$ cat config.mk
export PLATFORM = sky130hd
export DESIGN_NAME = uart_fifo_ctl
export DESIGN_NICKNAME = d
export VERILOG_FILES = /design/src/rtl/uart_fifo_ctl.sv
export SDC_FILE = /design/constraint.sdc
export NUM_CORES = 1
export LEC_CHECK = 0
export CAP_MARGIN = 0
export CORE_MARGIN = 2
export CORE_UTILIZATION = 25
export CTS_CLUSTER_DIAMETER = 150
export CTS_CLUSTER_SIZE = 16
export DETAILED_ROUTE_END_ITERATION = 10
export HOLD_SLACK_MARGIN = 0.08
export PLACE_DENSITY = 0.43
export REMOVE_ABC_BUFFERS = 1
export SLEW_MARGIN = 30
export SYNTH_ARGS = -nofsm -noshare
export SYNTH_HDL_FRONTEND = slang
export SYNTH_HIERARCHICAL = 1
export SYNTH_SLANG_ARGS = --single-unit
export TNS_END_PERCENT = 5
$ cat constraint.sdc
create_clock -name clk -period 8.2 [get_ports clk]
set_clock_uncertainty 0.1 [all_clocks]
set_input_delay 1.64 -clock clk [delete_from_list [all_inputs] [get_ports clk]]
set_output_delay 1.64 -clock clk [all_outputs]
set_load 0.005 [all_outputs]
$ cat src/rtl/uart_fifo_ctl.sv
// Full-duplex UART with RX/TX FIFOs, host valid/ready byte port and hardware echo.
// RX word reaches the FIFO the cycle after its stop sample; TX starts two cycles after a push into an idle engine.

module uart_fifo #(
   parameter int WIDTH = 8,
   parameter int DEPTH = 16
) (
   input  logic             clk,
   input  logic             rst,
   input  logic             push,
   input  logic [WIDTH-1:0] push_data,
   input  logic             pop,
   output logic [WIDTH-1:0] head,
   output logic             empty,
   output logic             full
);
   localparam int AW = $clog2(DEPTH);

   logic [WIDTH-1:0] mem [DEPTH];
   logic [AW-1:0]    wr_ptr;
   logic [AW-1:0]    rd_ptr;
   logic [AW:0]      count;
   logic             do_push;
   logic             do_pop;

   assign empty   = (count == '0);
   assign full    = (count == (AW+1)'(DEPTH));
   assign do_push = push && !full;
   assign do_pop  = pop && !empty;
   assign head    = mem[rd_ptr];

   always_ff @(posedge clk) begin
      if (rst) begin
         wr_ptr <= '0;
         rd_ptr <= '0;
         count  <= '0;
      end else begin
         if (do_push) wr_ptr <= wr_ptr + 1'b1;
         if (do_pop)  rd_ptr <= rd_ptr + 1'b1;
         if (do_push && !do_pop)      count <= count + 1'b1;
         else if (!do_push && do_pop) count <= count - 1'b1;
      end
   end

   always_ff @(posedge clk) begin
      if (do_push) mem[wr_ptr] <= push_data;
   end
endmodule

module uart_fifo_ctl #(
   parameter int CLK_HZ     = 100000000,
   parameter int BAUD       = 115200,
   parameter int DATA_BITS  = 8,
   parameter int FIFO_DEPTH = 16
) (
   input  logic                 clk,
   input  logic                 rst,
   input  logic                 rx,
   output logic                 tx,
   input  logic                 echo,
   output logic [DATA_BITS-1:0] led,
   input  logic [DATA_BITS-1:0] tx_data,
   input  logic                 tx_valid,
   output logic                 tx_ready,
   output logic [DATA_BITS-1:0] rx_data,
   output logic                 rx_valid,
   input  logic                 rx_ready,
   input  logic                 clr_err,
   output logic                 rx_overrun,
   output logic                 frame_err
);
   localparam int DIV = CLK_HZ / BAUD;
   localparam int CW  = $clog2(DIV);
   localparam int BW  = $clog2(DATA_BITS);
   localparam logic [CW-1:0] LAST_CNT = CW'(DIV - 1);
   localparam logic [CW-1:0] HALF_CNT = CW'(DIV / 2 - 1);
   localparam logic [BW-1:0] LAST_BIT = BW'(DATA_BITS - 1);

   typedef enum logic [1:0] {S_IDLE, S_START, S_DATA, S_STOP} state_t;

   state_t               rx_state, tx_state;
   logic                 rx_s1, rx_s2;
   logic [CW-1:0]        rx_cnt, tx_cnt;
   logic [BW-1:0]        rx_bit, tx_bit;
   logic [DATA_BITS-1:0] rx_shift, tx_shift;
   logic [DATA_BITS-1:0] rx_head, tx_head, tx_push_data;
   logic                 rx_empty, rx_full, tx_empty, tx_full;
   logic                 rx_stop_tick, rx_push, rx_pop, tx_push, tx_pop, echo_mv;

   assign rx_stop_tick = (rx_state == S_STOP) && (rx_cnt == LAST_CNT);
   assign rx_push      = rx_stop_tick && rx_s2;
   assign echo_mv      = echo && !rx_empty && !tx_full;
   assign rx_pop       = echo_mv || (!echo && rx_ready);
   assign tx_ready     = !rst && !tx_full && !echo;
   assign tx_push      = echo_mv || (tx_valid && tx_ready);
   assign tx_push_data = echo ? rx_head : tx_data;
   assign tx_pop       = (tx_state == S_IDLE) && !tx_empty;
   assign rx_valid     = !rx_empty && !echo;
   assign rx_data      = rx_head;

   uart_fifo #(.WIDTH(DATA_BITS), .DEPTH(FIFO_DEPTH)) u_rx_fifo (
      .clk(clk), .rst(rst), .push(rx_push), .push_data(rx_shift), .pop(rx_pop),
      .head(rx_head), .empty(rx_empty), .full(rx_full)
   );

   uart_fifo #(.WIDTH(DATA_BITS), .DEPTH(FIFO_DEPTH)) u_tx_fifo (
      .clk(clk), .rst(rst), .push(tx_push), .push_data(tx_push_data), .pop(tx_pop),
      .head(tx_head), .empty(tx_empty), .full(tx_full)
   );

   always_ff @(posedge clk) begin
      if (rst) begin
         rx_s1 <= 1'b1;
         rx_s2 <= 1'b1;
      end else begin
         rx_s1 <= rx;
         rx_s2 <= rx_s1;
      end
   end

   always_ff @(posedge clk) begin
      if (rst) begin
         rx_state <= S_IDLE;
         rx_cnt   <= '0;
         rx_bit   <= '0;
         rx_shift <= '0;
         led      <= '0;
      end else begin
         case (rx_state)
            S_IDLE: if (!rx_s2) begin
               rx_state <= S_START;
               rx_cnt   <= '0;
            end
            // A start bit that is high again at mid-bit is treated as a glitch.
            S_START: if (rx_cnt == HALF_CNT) begin
               rx_cnt   <= '0;
               rx_bit   <= '0;
               rx_state <= rx_s2 ? S_IDLE : S_DATA;
            end else rx_cnt <= rx_cnt + 1'b1;
            S_DATA: if (rx_cnt == LAST_CNT) begin
               rx_cnt   <= '0;
               rx_shift <= {rx_s2, rx_shift[DATA_BITS-1:1]};
               rx_bit   <= rx_bit + 1'b1;
               if (rx_bit == LAST_BIT) rx_state <= S_STOP;
            end else rx_cnt <= rx_cnt + 1'b1;
            S_STOP: if (rx_cnt == LAST_CNT) begin
               rx_cnt   <= '0;
               rx_state <= S_IDLE;
               if (rx_s2) led <= rx_shift;
            end else rx_cnt <= rx_cnt + 1'b1;
            default: rx_state <= S_IDLE;
         endcase
      end
   end

   always_ff @(posedge clk) begin
      if (rst) begin
         rx_overrun <= 1'b0;
         frame_err  <= 1'b0;
      end else begin
         if (rx_push && rx_full)          rx_overrun <= 1'b1;
         else if (clr_err)                rx_overrun <= 1'b0;
         if (rx_stop_tick && !rx_s2)      frame_err  <= 1'b1;
         else if (clr_err)                frame_err  <= 1'b0;
      end
   end

   // tx is registered one state ahead so each line level lasts exactly DIV cycles.
   always_ff @(posedge clk) begin
      if (rst) begin
         tx_state <= S_IDLE;
         tx_cnt   <= '0;
         tx_bit   <= '0;
         tx_shift <= '0;
         tx       <= 1'b1;
      end else begin
         case (tx_state)
            S_IDLE: begin
               tx <= 1'b1;
               if (!tx_empty) begin
                  tx_shift <= tx_head;
                  tx_cnt   <= '0;
                  tx_state <= S_START;
                  tx       <= 1'b0;
               end
            end
            S_START: if (tx_cnt == LAST_CNT) begin
               tx_cnt   <= '0;
               tx_bit   <= '0;
               tx_state <= S_DATA;
               tx       <= tx_shift[0];
            end else tx_cnt <= tx_cnt + 1'b1;
            S_DATA: if (tx_cnt == LAST_CNT) begin
               tx_cnt   <= '0;
               tx_shift <= tx_shift >> 1;
               tx_bit   <= tx_bit + 1'b1;
               if (tx_bit == LAST_BIT) begin
                  tx_state <= S_STOP;
                  tx       <= 1'b1;
               end else tx <= tx_shift[1];
            end else tx_cnt <= tx_cnt + 1'b1;
            S_STOP: if (tx_cnt == LAST_CNT) begin
               tx_cnt   <= '0;
               tx_state <= S_IDLE;
               tx       <= 1'b1;
            end else tx_cnt <= tx_cnt + 1'b1;
            default: tx_state <= S_IDLE;
         endcase
      end
   end
endmodule
After elaboration in Yosys (flattened, before gate mapping)
Memory sizes are Yosys's and may differ from the RTL's. A register that Yosys moved wholly into a read port is not among the register bits. Cells that the tools add are included.

Register bits: 85. Memory bits (writable): 256. Bits of input ports: 15. Output and inout port bits: 21. Logic and storage cells: 162. Memories: 2.

Add/subtract/negate cells: 12. Equal/unequal tests: 23. Mux-type cells: 51. Reductions and logical operators: 54.

Memories: u_rx_fifo.mem (words 16, width 8, read ports 1, clocked after Yosys merged registers in 1, write ports 1, RTL line 19) `logic [WIDTH-1:0] mem [DEPTH];`; u_tx_fifo.mem (words 16, width 8, read ports 1, clocked after Yosys merged registers in 1, write ports 1, RTL line 19).

Operators with widths (number): $mux 10 (5); $pmux 10 s3 (1); $mux 8 (3); $mux 2 (11); $add 10x1->10 const B (2); $eq 10x10->1 const B (2); $logic_and 1x1->1 (20); $mux 5 (4); $pmux 10 s2 (1); $ne 2x2->1 const B (9); $add 4x1->4 const B (4); $mux 4 (4); $pmux 2 s4 (2); $pmux 8 s2 (1); $reduce_and 3->1 (5); $reduce_bool 2->1 (7); $mux 1 (12); $mux 3 (4); $pmux 3 s2 (2); $logic_not 1->1 (11); $add 5x1->5 const B (2); $eq 10x9->1 const B (1); $eq 5x5->1 const B (2); $logic_not 5->1 (2); other kinds (13) (23).

Logic depth before layout (Yosys ltp)
Depth in word-level cells: 11. Mapped depth: 14. Mapped depth without buffers: 12.

Hierarchy
Netlist, hierarchy kept.

By module, submodules not included: uart_fifo (instances 2, cells each 309, area each 5715.5 um^2, sequential area each 4184.0 um^2); uart_fifo_ctl (instances 1, cells each 365, area each 3183.1 um^2, sequential area each 1181.1 um^2).

Worst setup path before layout
Ideal clock, no wire load.

Path type: input -> register. Start: in rst. End: reg u_tx_fifo.count[4]. Library setup time: 0.121 ns. Data arrival time: 3.936 ns. Data required time: 7.979 ns. Path slack: 4.044 ns. Cell stages on the path: 14. Buffers on the path: 3. Path through: clkbuf_1 -> clkbuf_1 -> nor2_1 -> nand2_1 -> a21oi_1 -> o21a_1 -> buf_6 -> ha_1 -> inv_1 -> ha_1 -> a21oi_1 -> a211oi_1 -> a31oi_1 -> mux2_2.

Word-level cells in the longest chain between the ends: 9. Elaborated cells between the ends (all ways): 11. Those cells by class: mux: 1; reduce/logical: 10.

RTL lines: start, declared (RTL line 57) `input logic rst,`; $logic_not 1->1 * (RTL line 94) `assign tx_ready = !rst && !tx_full && !echo;`; $logic_and 1x1->1 * (2 in series) (RTL line 94); $logic_and 1x1->1 * (RTL line 95) `assign tx_push = echo_mv || (tx_valid && tx_ready);`; $logic_or 1x1->1 * (RTL line 95); net tx_push (RTL line 88) `logic rx_stop_tick, rx_push, rx_pop, tx_push, tx_pop, echo_mv;`; $logic_and 1x1->1 * (RTL line 28) `assign do_push = push && !full;`; net u_tx_fifo.do_push (RTL line 23) `logic do_push;`; $logic_not 1->1 (RTL line 41) `else if (!do_push && do_pop) count <= count - 1'b1;`; $logic_and 1x1->1 (RTL line 41); $reduce_bool 2->1 (no source line); end signal, assigned (RTL line 40) `if (do_push && !do_pop) count <= count + 1'b1;`; end signal, assigned (RTL line 41); end, declared (RTL line 22) `logic [AW:0] count;`.

The timed path passes the listed nets; every way through them passes the cells marked *. A chain may end at the register's enable or synchronous reset.

Final worst setup path
Start: in echo. End: out tx_ready.

Word-level cells in the longest chain between the ends: 2.

RTL lines: start, declared (RTL line 60) `input logic echo,`; $logic_not 1->1 (RTL line 94); $logic_and 1x1->1 (RTL line 94); end, declared (RTL line 64) `output logic tx_ready,`.

No other way between the ends.

==> reports/metrics.yaml <==
layout:
  drive_gt1_share_pct: 13.60
  fin_area_mm2: 0.01646
  area_growth_pct: 12.66
  multi_input_area_mm2: 0.004732
  finalNonFillerCells: 1780
  layout.nets: 1044
  fin_util_pct: 28.54
  seqCellArea_mm2: 0.009552
  fillCellCount: 5860
  diodes: 0
setup_path:
  path_max_fanout: 13
  cp_data_required_time_ns: 6.46
  reg2reg_from: "u_rx_fifo/count[0]"
  startpoint: "echo"
  critical_path_class: "input port to primary output"
  path_cells: "clkdlybuf4s50_1 > buf_4 > nor3_1 > clkdlybuf4s50_1"
  worst_setup_path_end_kind: "primary output"
  crit_arrival_ns: 3.04
  cp-start-kind: "input port"
  crit_top_cell: "clkdlybuf4s50_1"
  slowest_stage: "clkdlybuf4s50_1"
  max_stage_delay_ns: 0.55
grt:
  grt_pass1_wl_um: 50380
  grt_pass1_vias: 8188
  antenna_found_initial: 0
  gr-total-overflow: 0
  grt_max_degree: 88
  track_usage_pct: 10.76
flow_run:
  drv_cap: 0
timing:
  setup_violations: 0
  holdWs_ns: 0.3417
  rsz0062_at_grt: "false"
  maxSlewHeadroom_pct: 41.15
  hold_violations: 0
  layout_setup_ws_ns: 3.417
  slew_viol_final: 0
  finalCriticalPeriod_ns: 4.783
  min_period_over_period_pct: 58.33
  worst_slew_pin_slew_ns: 0.8795
  final.setup.tns_ns: 0
  clock.fmax_mhz: 209.1
synthesis:
  ys_ff_latch: 349
  netlist_instances: 983
  ys.flop_type: "edfxtp_1"
  ys_types: 62
  synth-seq-area-share_pct: 65.34
  synth_top_cell_by_area: "edfxtp_1"
  ys_warn_count: 6
  synth_edf_count: 256
  ys_async_sr_fraction_pct: 0
  syn_area_mm2: 0.01461
  synth.avg_cell_area_um2: 14.87
  synth.area.top_cells: "edfxtp_1 (53%), dfxtp_1 (13%), mux4_2 (9.9%), ha_1 (2.6%), nor2_1 (2.1%)"
  yosysTopAreaCellShare_pct: 52.60
power_and_ir_drop:
  intPower_mw: 2.955
  p_leak_nw: 5.155
  p_total_mw: 4.113
  combPwrFrac_pct: 22.0
  switchingPower_mw: 1.158
  irDropWorstVdd_uv: 170.7
  power_density_mw_per_mm2: 249.8
  p_sw_share_pct: 28.15
  pwr-share-seq_pct: 49.6
  p_clk_share_pct: 28.4
die:
  start_util_pct: 25.33
  die_h_um: 245.8
  core_area_mm2: 0.05770
  pin_count: 36
  dieArea_mm2: 0.06041
  rows: 88
  die_w_um: 245.8
route:
  vias: 8007
  wl_um: 32610
  remaining_drc_errors: 0
  via_per_inst: 4.498
  wl_per_cell_um: 18.32
  first_pass_iters: 4
  antenna_left: 0
  drt_iter0_drc: 433
place:
  place_area_mm2: 0.01574
  place_congestion: 0.7381
  port-buffer-count: 35
  hpwl_um: 20520
  dp_worst_setup_slack_ns: 3.375
  placed_cells: 1735
clocking:
  h-tree-depth: 1
  ctsHoldBuffers: 0
  cts_resized: 0
  clk_pin_slew_ns: 0.08
  cts.sinks: 349
  tritoncts: "built"
  clock_latency_ns: 0.56
  postCtsSetupBuffers: 0
  ctsLongestPathBuffers: 3
  root_buffer: "clkbuf_16"
  cts_buffers: 25
status:
  status: "finished clean"
worst_hold_path:
  min_path_type: "flop to flop"
  worstHoldStart: "rx_s1"
critical path: cells and delay by family:
family	cells	cell delay [ns]
and+or+nand+nor	1	0.24
buffers and inverters	3	1.16
cells in the mapped netlist (all sizes together) (20+ instances only):
master and number:
edfxtp 256, dfxtp 93, nor2 81, mux4 64
a21oi 47, nand2 47, a22oi 34, clkbuf 34
ha 30, buf 26, o21ai 23, inv 20
power by group through the flow:
stage	registers (mW)	logic, mW	clock network (mW)
finish	2.04	0.906	1.17
global route	2.05	1.00	1.28
CTS	2.04	0.931	1.22
detailed placement	2.08	0.927	0
global placement	2.08	0.925	0
floorplan	2.11	0.617	0
layout make-up:
type                       count  share of cell area, %
timing repair buffer          47                  2.683
clock inverter                 2                0.08359
clock buffer                  43                  4.210
sequential                   349                  58.01
tap                          765                  5.814
inverter                      20                 0.4560
multi-input combinational    554                  28.74
flip-flops by register name, summed over array words and instances (netlist names), named ones only:
name	count
u_rx_fifo/mem	128
u_tx_fifo/mem	128
rx_cnt	10
tx_cnt	10
led	8
rx_shift	8
tx_shift	8
u_rx_fifo/count	5
u_tx_fifo/count	5
u_rx_fifo/rd_ptr	4
u_rx_fifo/wr_ptr	4
u_tx_fifo/rd_ptr	4
u_tx_fifo/wr_ptr	4
rx_bit	3
tx_bit	3
tx_state	2
frame_err	1
rx_overrun	1
rx_s1	1
rx_s2	1
rx_state	1
tx	1
placed cells by master (no fill, tap or decap), types with 3 or more instances in the layout:
master / netlist / routed
edfxtp_1: 256 / 256
mux2_2: 10 / 10
dfxtp_1: 93 / 91
and3_1: 5 / 5
xor2_1: 15 / 15
o22ai_1: 7 / 7
a22oi_1: 34 / 34
nor2b_1: 10 / 10
buf_4: 0 / 12
o21a_1: 4 / 4
a21oi_1: 47 / 47
a311oi_1: 4 / 4
ha_1: 30 / 30
o21ai_0: 21 / 21
clkbuf_16: 0 / 25
nor4bb_1: 3 / 3
xnor2_1: 10 / 10
nand3_1: 17 / 17
nand2b_1: 11 / 11
clkbuf_1: 34 / 18
or3_1: 4 / 4
nand4_1: 16 / 16
nor3_1: 17 / 13
nor3_2: 0 / 4
inv_1: 20 / 20
mux2i_1: 15 / 15
a211oi_1: 3 / 3
a31oi_1: 8 / 8
nor4_1: 10 / 10
nand2_1: 47 / 47
or4_1: 4 / 4
a311oi_2: 3 / 3
clkdlybuf4s50_1: 0 / 34
nor2_1: 81 / 81
and2_1: 8 / 8
o211ai_1: 9 / 9
mux4_2: 64 / 64
kinds of logic after synthesis:
family	after synthesis	synth area share, %
flops	349	65.34
simple gates	249	8.870
compound gates	159	7.372
mux	89	11.66
buf+inv	80	2.414
fa+ha+maj	32	2.842
xor+xnor	25	1.498
routing by layer:
metal	vias up	GRT usage [%]	share of wire, %
met1	4052	14.07	45
li1	3817	-	-
met3	35	1.506	2.9
met4	0	2.549	2.1
met2	103	18.74	50
met5	-	0	0
final timing paths:
kind | end | slack [ns] | depth (start not counted)
worst max-delay path | tx_ready | 3.42 | 4
worst min-delay path | rx_s2 | 0.34 | 1
worst max register to register | u_tx_fifo/count[4] | 4.63 | 12
worst min register to register | rx_s2 | 0.34 | 1
Power figures use the tool's default switching activity.
